===== src/rtl/cache_refill_ctrl.sv =====
`default_nettype none
// ============================================================================
// Module      : cache_refill_ctrl
// Description : Two-requester (I-cache / D-cache) line refill sequencer.
//               Grants misses round-robin, writes back a dirty victim line
//               word by word, fills the line through the shared adapter and
//               then streams the assembled line into the granted cache.
// Revision    : 1.0 - initial release
// ============================================================================
module cache_refill_ctrl #(
    parameter int WORD_SIZE      = 32,
    parameter int WORDS_PER_LINE = 8,
    localparam int LINE_BITS     = $clog2(WORDS_PER_LINE)
) (
    input  logic                 clk,
    input  logic                 rst,
    input  logic [1:0]           miss,
    input  logic [WORD_SIZE-1:0] miss_addr0,
    input  logic [WORD_SIZE-1:0] miss_addr1,
    input  logic [1:0]           dirty,
    input  logic [WORD_SIZE-1:0] victim_addr0,
    input  logic [WORD_SIZE-1:0] victim_addr1,
    input  logic [WORD_SIZE-1:0] wb_data0,
    input  logic [WORD_SIZE-1:0] wb_data1,
    output logic [1:0]           grant,
    output logic [LINE_BITS-1:0] word_idx,
    output logic [1:0]           line_we,
    output logic [1:0]           done,
    output logic                 mem_req,
    output logic                 mem_we,
    output logic [WORD_SIZE-1:0] mem_addr,
    output logic [WORD_SIZE-1:0] mem_wdata,
    input  logic [WORD_SIZE-1:0] mem_rdata,
    input  logic                 mem_ack,
    output logic                 ad_clr,
    output logic                 ad_next,
    output logic                 ad_we,
    output logic [WORD_SIZE-1:0] ad_addr,
    output logic [WORD_SIZE-1:0] ad_data,
    input  logic [WORD_SIZE-1:0] ad_addr_o,
    input  logic                 ad_full
);

    localparam int                   TAG_BITS = WORD_SIZE - LINE_BITS - 2;
    localparam logic [LINE_BITS-1:0] LAST_IDX = LINE_BITS'(WORDS_PER_LINE - 1);

    typedef enum logic [2:0] {
        S_IDLE = 3'd0,
        S_WB   = 3'd1,
        S_FILL = 3'd2,
        S_XFER = 3'd3,
        S_DONE = 3'd4
    } state_t;

    state_t                 state;
    logic                   rr_ptr;
    logic                   win;
    logic [LINE_BITS-1:0]   idx;
    logic [WORD_SIZE-1:0]   miss_line;
    logic [TAG_BITS-1:0]    victim_tag;
    logic                   pick;
    logic [1:0]             win_oh;

    // Arbitration: a lone request wins outright, a tie goes to rr_ptr
    always_comb begin
        pick = (miss == 2'b11) ? rr_ptr : miss[1];
    end

    assign win_oh = {win, ~win};

    // Sequencer state, word index and per-transaction latches
    always_ff @(posedge clk) begin
        if (rst) begin
            state      <= S_IDLE;
            rr_ptr     <= 1'b0;
            win        <= 1'b0;
            idx        <= '0;
            miss_line  <= '0;
            victim_tag <= '0;
        end else begin
            case (state)
                S_IDLE: begin
                    if (|miss) begin
                        win        <= pick;
                        idx        <= '0;
                        miss_line  <= pick ? miss_addr1 : miss_addr0;
                        victim_tag <= pick ? victim_addr1[WORD_SIZE-1:LINE_BITS+2]
                                           : victim_addr0[WORD_SIZE-1:LINE_BITS+2];
                        state      <= dirty[pick] ? S_WB : S_FILL;
                    end
                end
                S_WB: begin
                    if (mem_ack) begin
                        if (idx == LAST_IDX) begin
                            idx   <= '0;
                            state <= S_FILL;
                        end else begin
                            idx <= idx + 1'b1;
                        end
                    end
                end
                S_FILL: begin
                    // The adapter owns the fill word count; its counter wraps on the last word
                    if (mem_ack && ad_full) begin
                        state <= S_XFER;
                    end
                end
                S_XFER: begin
                    if (idx == LAST_IDX) begin
                        idx   <= '0;
                        state <= S_DONE;
                    end else begin
                        idx <= idx + 1'b1;
                    end
                end
                S_DONE: begin
                    rr_ptr <= ~win;
                    state  <= S_IDLE;
                end
                default: state <= S_IDLE;
            endcase
        end
    end

    // Output decode; reset forces everything quiet except the adapter clear
    always_comb begin
        grant     = 2'b00;
        word_idx  = '0;
        line_we   = 2'b00;
        done      = 2'b00;
        mem_req   = 1'b0;
        mem_we    = 1'b0;
        mem_addr  = '0;
        mem_wdata = '0;
        ad_clr    = 1'b0;
        ad_next   = 1'b0;
        ad_we     = 1'b0;
        ad_addr   = '0;
        ad_data   = '0;
        if (rst) begin
            ad_clr = 1'b1;
        end else begin
            case (state)
                S_IDLE: begin
                    if (|miss) begin
                        grant  = {pick, ~pick};
                        ad_clr = 1'b1;
                    end
                end
                S_WB: begin
                    grant     = win_oh;
                    mem_req   = 1'b1;
                    mem_we    = 1'b1;
                    mem_addr  = {victim_tag, idx, 2'b00};
                    mem_wdata = win ? wb_data1 : wb_data0;
                    word_idx  = idx;
                end
                S_FILL: begin
                    grant    = win_oh;
                    mem_req  = 1'b1;
                    mem_addr = ad_addr_o;
                    ad_addr  = miss_line;
                    ad_data  = mem_rdata;
                    ad_we    = mem_ack;
                    ad_next  = mem_ack;
                end
                S_XFER: begin
                    grant    = win_oh;
                    line_we  = win_oh;
                    word_idx = idx;
                    ad_next  = 1'b1;
                end
                S_DONE: begin
                    grant = win_oh;
                    done  = win_oh;
                end
                default: begin
                    grant = 2'b00;
                end
            endcase
        end
    end

endmodule
`default_nettype wire


===== config.mk =====
export PLATFORM = sky130hd
export DESIGN_NAME = cache_refill_ctrl
export DESIGN_NICKNAME = d
export VERILOG_FILES = /design/src/rtl/cache_refill_ctrl.sv
export SDC_FILE = /design/constraint.sdc
export NUM_CORES = 1
export LEC_CHECK = 0
export ABC_AREA = 1
export ABC_CLOCK_PERIOD_IN_PS = 2700
export BUFFER_PORTS_ARGS = -buffer_cell sky130_fd_sc_hd__buf_2
export CORE_AREA = 2 2 156 158
export DETAILED_ROUTE_END_ITERATION = 16
export DIE_AREA = 0 0 158 160
export SYNTH_ARGS = -nofsm -noshare
export SYNTH_HDL_FRONTEND = slang
export SYNTH_SLANG_ARGS = --single-unit

===== constraint.sdc =====
create_clock -name clk -period 2.7 [get_ports clk]
set_input_delay 0.27 -clock clk [delete_from_list [all_inputs] [get_ports clk]]
set_output_delay 0.27 -clock clk [all_outputs]
set_load 0.05 [all_outputs]

Word level (Yosys, flattened, before mapping)

Cells that the tools add are included.

Add/subtract/negate cells: 1
Equal/unequal tests: 11
Shift-type cells: 0
$lt $le $gt $ge: 1
Div/mod/pow operators: 0
Reductions and logical operators: 10
Bitwise logic cells: 2
Multiplexer cells: 45
$mul: 0

Operators with widths:

| cell                | number |
|---|---|
| $mux 32             | 9 |
| $pmux 32 s2         | 1 |
| $mux 3              | 10 |
| $mux 27             | 1 |
| $mux 2              | 7 |
| $mux 1              | 13 |
| $pmux 3 s4          | 1 |
| $ne 2x2->1 const B  | 5 |
| $pmux 3 s3          | 1 |
| $eq 3x2->1 const B  | 2 |
| $eq 3x3->1 const B  | 2 |
| $reduce_or 2->1     | 3 |
| $reduce_and 5->1    | 1 |
| $pmux 2 s2          | 1 |
| $reduce_or 4->1     | 1 |
| $add 3x1->3 const B | 1 |
| $eq 3x1->1 const B  | 1 |
| $logic_not 3->1     | 1 |
| $reduce_and 3->1    | 1 |
| $reduce_bool 3->1   | 1 |
| $eq 2x2->1 const B  | 1 |
| $lt 1x2->1 const B  | 1 |
| $not 1->1           | 2 |
| $pmux 1 s2          | 1 |
| other kinds (2)     | 2 |

Input port bits: 264
Flip-flop bits (word level): 67
Memories: 0
Memory bits (read-only): 0
Memory bits (writable): 0
Latch bits: 0
Output and inout port bits: 142
Word-level logic and storage cells: 76

Logic depth before layout (Yosys ltp)

Depth in word-level cells: 7
Gate-level depth with buffers: 10
Gate-level depth less buffers: 8

Least setup slack after synthesis

OpenSTA, ideal clock, no wires.

Path type: register -> output
Start: register state[0]
End: output port mem_addr[31]
Arrival time: 2.291 ns
Data required time: 2.430 ns
Path buffers: 0
Path slack: 0.139 ns
Stages on the path, launching flop included: 7
Cell sequence: dfxtp_1 inv_2 nor2_1 nand2_1 nor2_4 inv_2 o21ai_0

Word-level cells in the longest chain between the ends: 3
Elaborated cells between the ends (all ways): 4
Those cells by class: eq/ne (2); mux (2)

Ends and longest elaborated chain:

| what                                            | RTL line | source |
|---|---|---|
| start: declaration                              | 55       | `state_t state;` |
| start signal: assignment                        | 89       | `state <= dirty[pick] ? S_WB : S_FILL;` |
| $eq 3x2->1 / $eq 3x1->1 (equally long branches) | 143      | `case (state)` |
| $pmux 32 s2 (*)                                 | 143      |  |
| $mux 32 (*)                                     | 140      | `if (rst) begin` |
| end: declaration                                | 31       | `output logic [WORD_SIZE-1:0] mem_addr,` |

Every way passes the cells marked *; elsewhere a longest branch is shown, timed or not.

Final worst setup path

Start: register state[0]
End: output port mem_wdata[12]

Word-level cells in the longest chain between the ends: 3

Ends and longest elaborated chain:

| what             | RTL line | source |
|---|---|---|
| $eq 3x1->1       | 143      |  |
| $mux 32          | 143      |  |
| $mux 32          | 140      |  |
| end: declaration | 32       | `output logic [WORD_SIZE-1:0] mem_wdata,` |

Every way passes these cells.

==> results.sh <==
export IMPL_placeableCoreArea_mm2=0.0238
export IMPL_pre_cts_ws_ns=0.542
export IMPL_regArea_mm2=0.00134
export IMPL_global_route_usage_total_pct=14.9
export IMPL_synth_ff_latch_count=67
export IMPL_syn_area_mm2=0.00490
export IMPL_hold_crit_class="in2reg"
export IMPL_synthDominantAreaCellType="sky130_fd_sc_hd__dfxtp_1"
export IMPL_drt_pre_antenna_iters=4
export IMPL_drv_slew=0
export IMPL_synth_seq_area_share_pct=27.4
export IMPL_worst_ep_required_time_ns=2.43
export IMPL_post_route_drc_count=0
export IMPL_detailedPlacementHpwl_mm=14.9
export IMPL_num_io_pins=406
export IMPL_cts_hold_fix_buffers=0
export IMPL_met3_usage_pct=3.45
export IMPL_first_global_vias=5975
export IMPL_maxCapViolations=0
export IMPL_vdd_drop_max_v=0.000361
export IMPL_fillers=2656
export IMPL_timing_max_slew_rel_slack_pct=47.4
export IMPL_clkSlewWorstSetupHoldPaths_ns=0.06
export IMPL_port_buffer_count=395
export IMPL_dp_cells=1515
export IMPL_crit_fanout=47
export IMPL_floorplan_rows=57
export IMPL_grt_antenna_before_repair=4
export IMPL_postSynth_topFlopCell="sky130_fd_sc_hd__dfxtp_1"
export IMPL_die_width_um=158
export IMPL_drtAntennaViolNets=0
export IMPL_run_status="complete, no violations"
export IMPL_clock_latency_ns=0.34
export IMPL_gpl_final_weighted_congestion=0.825
export IMPL_drive_gt1_share_pct=41.0
export IMPL_end_kind="output pin"
export IMPL_finish_stage_setup_viols=0
export IMPL_fin_ws_ns=0.184
export IMPL_worst_setup_path_start_kind="register"
export IMPL_netlist_top_cells_area="sky130_fd_sc_hd__dfxtp_1 (27%), sky130_fd_sc_hd__nand2_1 (24%), sky130_fd_sc_hd__nand3_1 (9.6%)"
export IMPL_cts_path_max_buffers=2
export IMPL_gr_total_overflow=0
export IMPL_yosysWarnings=0
export IMPL_async_reset_ff_share_pct=0
export IMPL_cts_max_level=3
export IMPL_setup_worst_path_class="reg2out"
export IMPL_via_count=6545
export IMPL_synth_most_common_cell="sky130_fd_sc_hd__nand2_1"
export IMPL_postCtsResizedCells=0
export IMPL_clock_sinks=67
export IMPL_synth_cell_type_count=25
export IMPL_grt_use_met1_pct=18.0
export IMPL_synth_net_count=1108
export IMPL_post_synth_top_area_fraction_pct=27.4
export IMPL_initial_utilization_pct=20.6
export IMPL_tns_ns=0
export IMPL_finalHoldViolations=0
export IMPL_post_layout_total_power_mw=5.83
export IMPL_p_per_area_mw_per_mm2=788
export IMPL_largest_net_degree_at_the_start_of_global_routing=91
export IMPL_num_nets_final=1468
export IMPL_worst_ep_arrival_time_ns=2.25
export IMPL_synthToLayoutAreaGrowth_pct=51.0
export IMPL_syn_avg_cell_area_um2=5.82
export IMPL_clock_tree_from_tritoncts="built"
export IMPL_timing_fmax_mhz=397
export IMPL_number_of_flops_mapped_to_enable_cells_by_yosys=0
export IMPL_timing_worst_slew_pin_value_ns=0.788
export IMPL_grt_busiest_layer="met2"
export IMPL_synthesis_instances=842
export IMPL_global_route_wire_length_before_repair_mm=29.8
export IMPL_floorplan_die_area_mm2=0.0253
export IMPL_routed_via_density=4.27
export IMPL_post_layout_nonfiller_instances=1532
export IMPL_final_setup_skew_ns=0.00848
export IMPL_rsz0062_at_grt="no"
export IMPL_post_synth_most_frequent_cells="sky130_fd_sc_hd__nand2_1 (314), sky130_fd_sc_hd__nand3_1 (94), sky130_fd_sc_hd__nor2_1 (87)"
export IMPL_routed_wire_per_std_cell_um=12.9
export IMPL_drt_iter0_drc=378
export IMPL_cts_root_buf="sky130_fd_sc_hd__clkbuf_16"
export IMPL_cellLeakagePower_nw=4.08
export IMPL_wl_mm=19.7
export IMPL_fin_crit_ns=2.52
export IMPL_total_area_of_multi_input_combinational_cells_mm2=0.00294
export IMPL_cts_buffers_inserted=9
export IMPL_timing_final_crit_share_pct=93.2
export IMPL_globalRouteMet2Util_pct=26.1
export IMPL_post_cts_setup_buffers=0
export IMPL_die_h_um=160
-- worst max-delay path, stage by stage (launching register included) --
cell and delay [ns]:
sky130_fd_sc_hd__dfxtp_1 0.46, sky130_fd_sc_hd__inv_2 0.06, sky130_fd_sc_hd__nor2_1 0.12, sky130_fd_sc_hd__nand2_1 0.12, sky130_fd_sc_hd__nor2_4 0.17, sky130_fd_sc_hd__clkinv_2 0.08, sky130_fd_sc_hd__buf_4 0.32, sky130_fd_sc_hd__a21oi_2 0.23
sky130_fd_sc_hd__buf_2 0.29
-- report_power, final --
| group | switching (mW) | internal (mW) |
|---|---|---|
| Combinational | 2.46 | 0.813 |
| Clock | 0.514 | 0.732 |
| Sequential | 0.0845 | 1.23 |
-- path summary, 6_finish.rpt --
check            startpoint            end  slack, ns  cells after the start
min          miss_addr1[29]  miss_line[29]       0.15                      3
min reg2reg   miss_line[18]  miss_line[18]       0.46                      2
max                state[0]  mem_wdata[12]       0.18                      8
max reg2reg          rr_ptr  victim_tag[0]       0.87                      9
-- layer usage --
| layer | vias to the layer above | routed length (µm) |
|---|---|---|
| met3 | 27 | 1510 |
| met5 | - | 41 |
| met2 | 259 | 9420 |
| met4 | 6 | 294 |
| li1 | 3365 | - |
| met1 | 2888 | 8480 |
-- final cells by class --
cell class / instances / area share (%)
multi-input cells: 636 / 39.7
repair buffers: 411 / 28.5
flip-flops and latches: 67 / 18.1
well taps: 324 / 5.48
inverters: 77 / 3.94
clock buffers: 9 / 3.05
clock inverters: 7 / 1.10
diodes: 1 / 0.0338
-- flip-flops by register name, summed over array words and instances (netlist names) --
register and cells:
miss_line 32, victim_tag 27, idx 3, state 3, rr_ptr 1, win 1
-- cells by family (layout without fill, tap and decap cells) --
kind of cell / Yosys count / in the layout / share of synthesized area, %
AO/OA/AOI/OAI: 130 / 130 / 17.8
AND/OR/NAND/NOR: 504 / 504 / 41.6
other: 0 / 1 / 0
flip-flops: 67 / 67 / 27.4
adder cells (fa/ha/maj): 2 / 2 / 0.511
buffers and inverters: 139 / 504 / 12.8
-- through the flow --
step,hold slack [ns],cell area (µm²),util (%)
2_1_floorplan,0.396,4900,-
3_3_place_gp,0.451,7090,29.8
3_5_place_dp,0.454,7090,29.8
4_1_cts,0.130,7390,31.0
5_1_grt,0.145,7390,31.0
6_report,0.148,7400,31.0
-- layout by cell type (no fill, tap or decap), types with 2 or more instances in the layout --
cell                          n
sky130_fd_sc_hd__nor2_1      86
sky130_fd_sc_hd__a21oi_2     30
sky130_fd_sc_hd__inv_1       70
sky130_fd_sc_hd__dfxtp_1     67
sky130_fd_sc_hd__a32o_1       2
sky130_fd_sc_hd__nor3_1       4
sky130_fd_sc_hd__nand2_1    312
sky130_fd_sc_hd__clkbuf_16    9
sky130_fd_sc_hd__buf_4       15
sky130_fd_sc_hd__clkinv_2     3
sky130_fd_sc_hd__a21oi_1      9
sky130_fd_sc_hd__nor2_2       2
sky130_fd_sc_hd__o21ai_1     42
sky130_fd_sc_hd__o21ai_0     20
sky130_fd_sc_hd__nor2_4       2
sky130_fd_sc_hd__buf_2      395
sky130_fd_sc_hd__ha_1         2
sky130_fd_sc_hd__o21ai_2     24
sky130_fd_sc_hd__inv_6        3
sky130_fd_sc_hd__inv_2        5
sky130_fd_sc_hd__o21a_1       2
sky130_fd_sc_hd__nand2_2      3
sky130_fd_sc_hd__nand3_1     94
(Power assumes the default switching activity.)
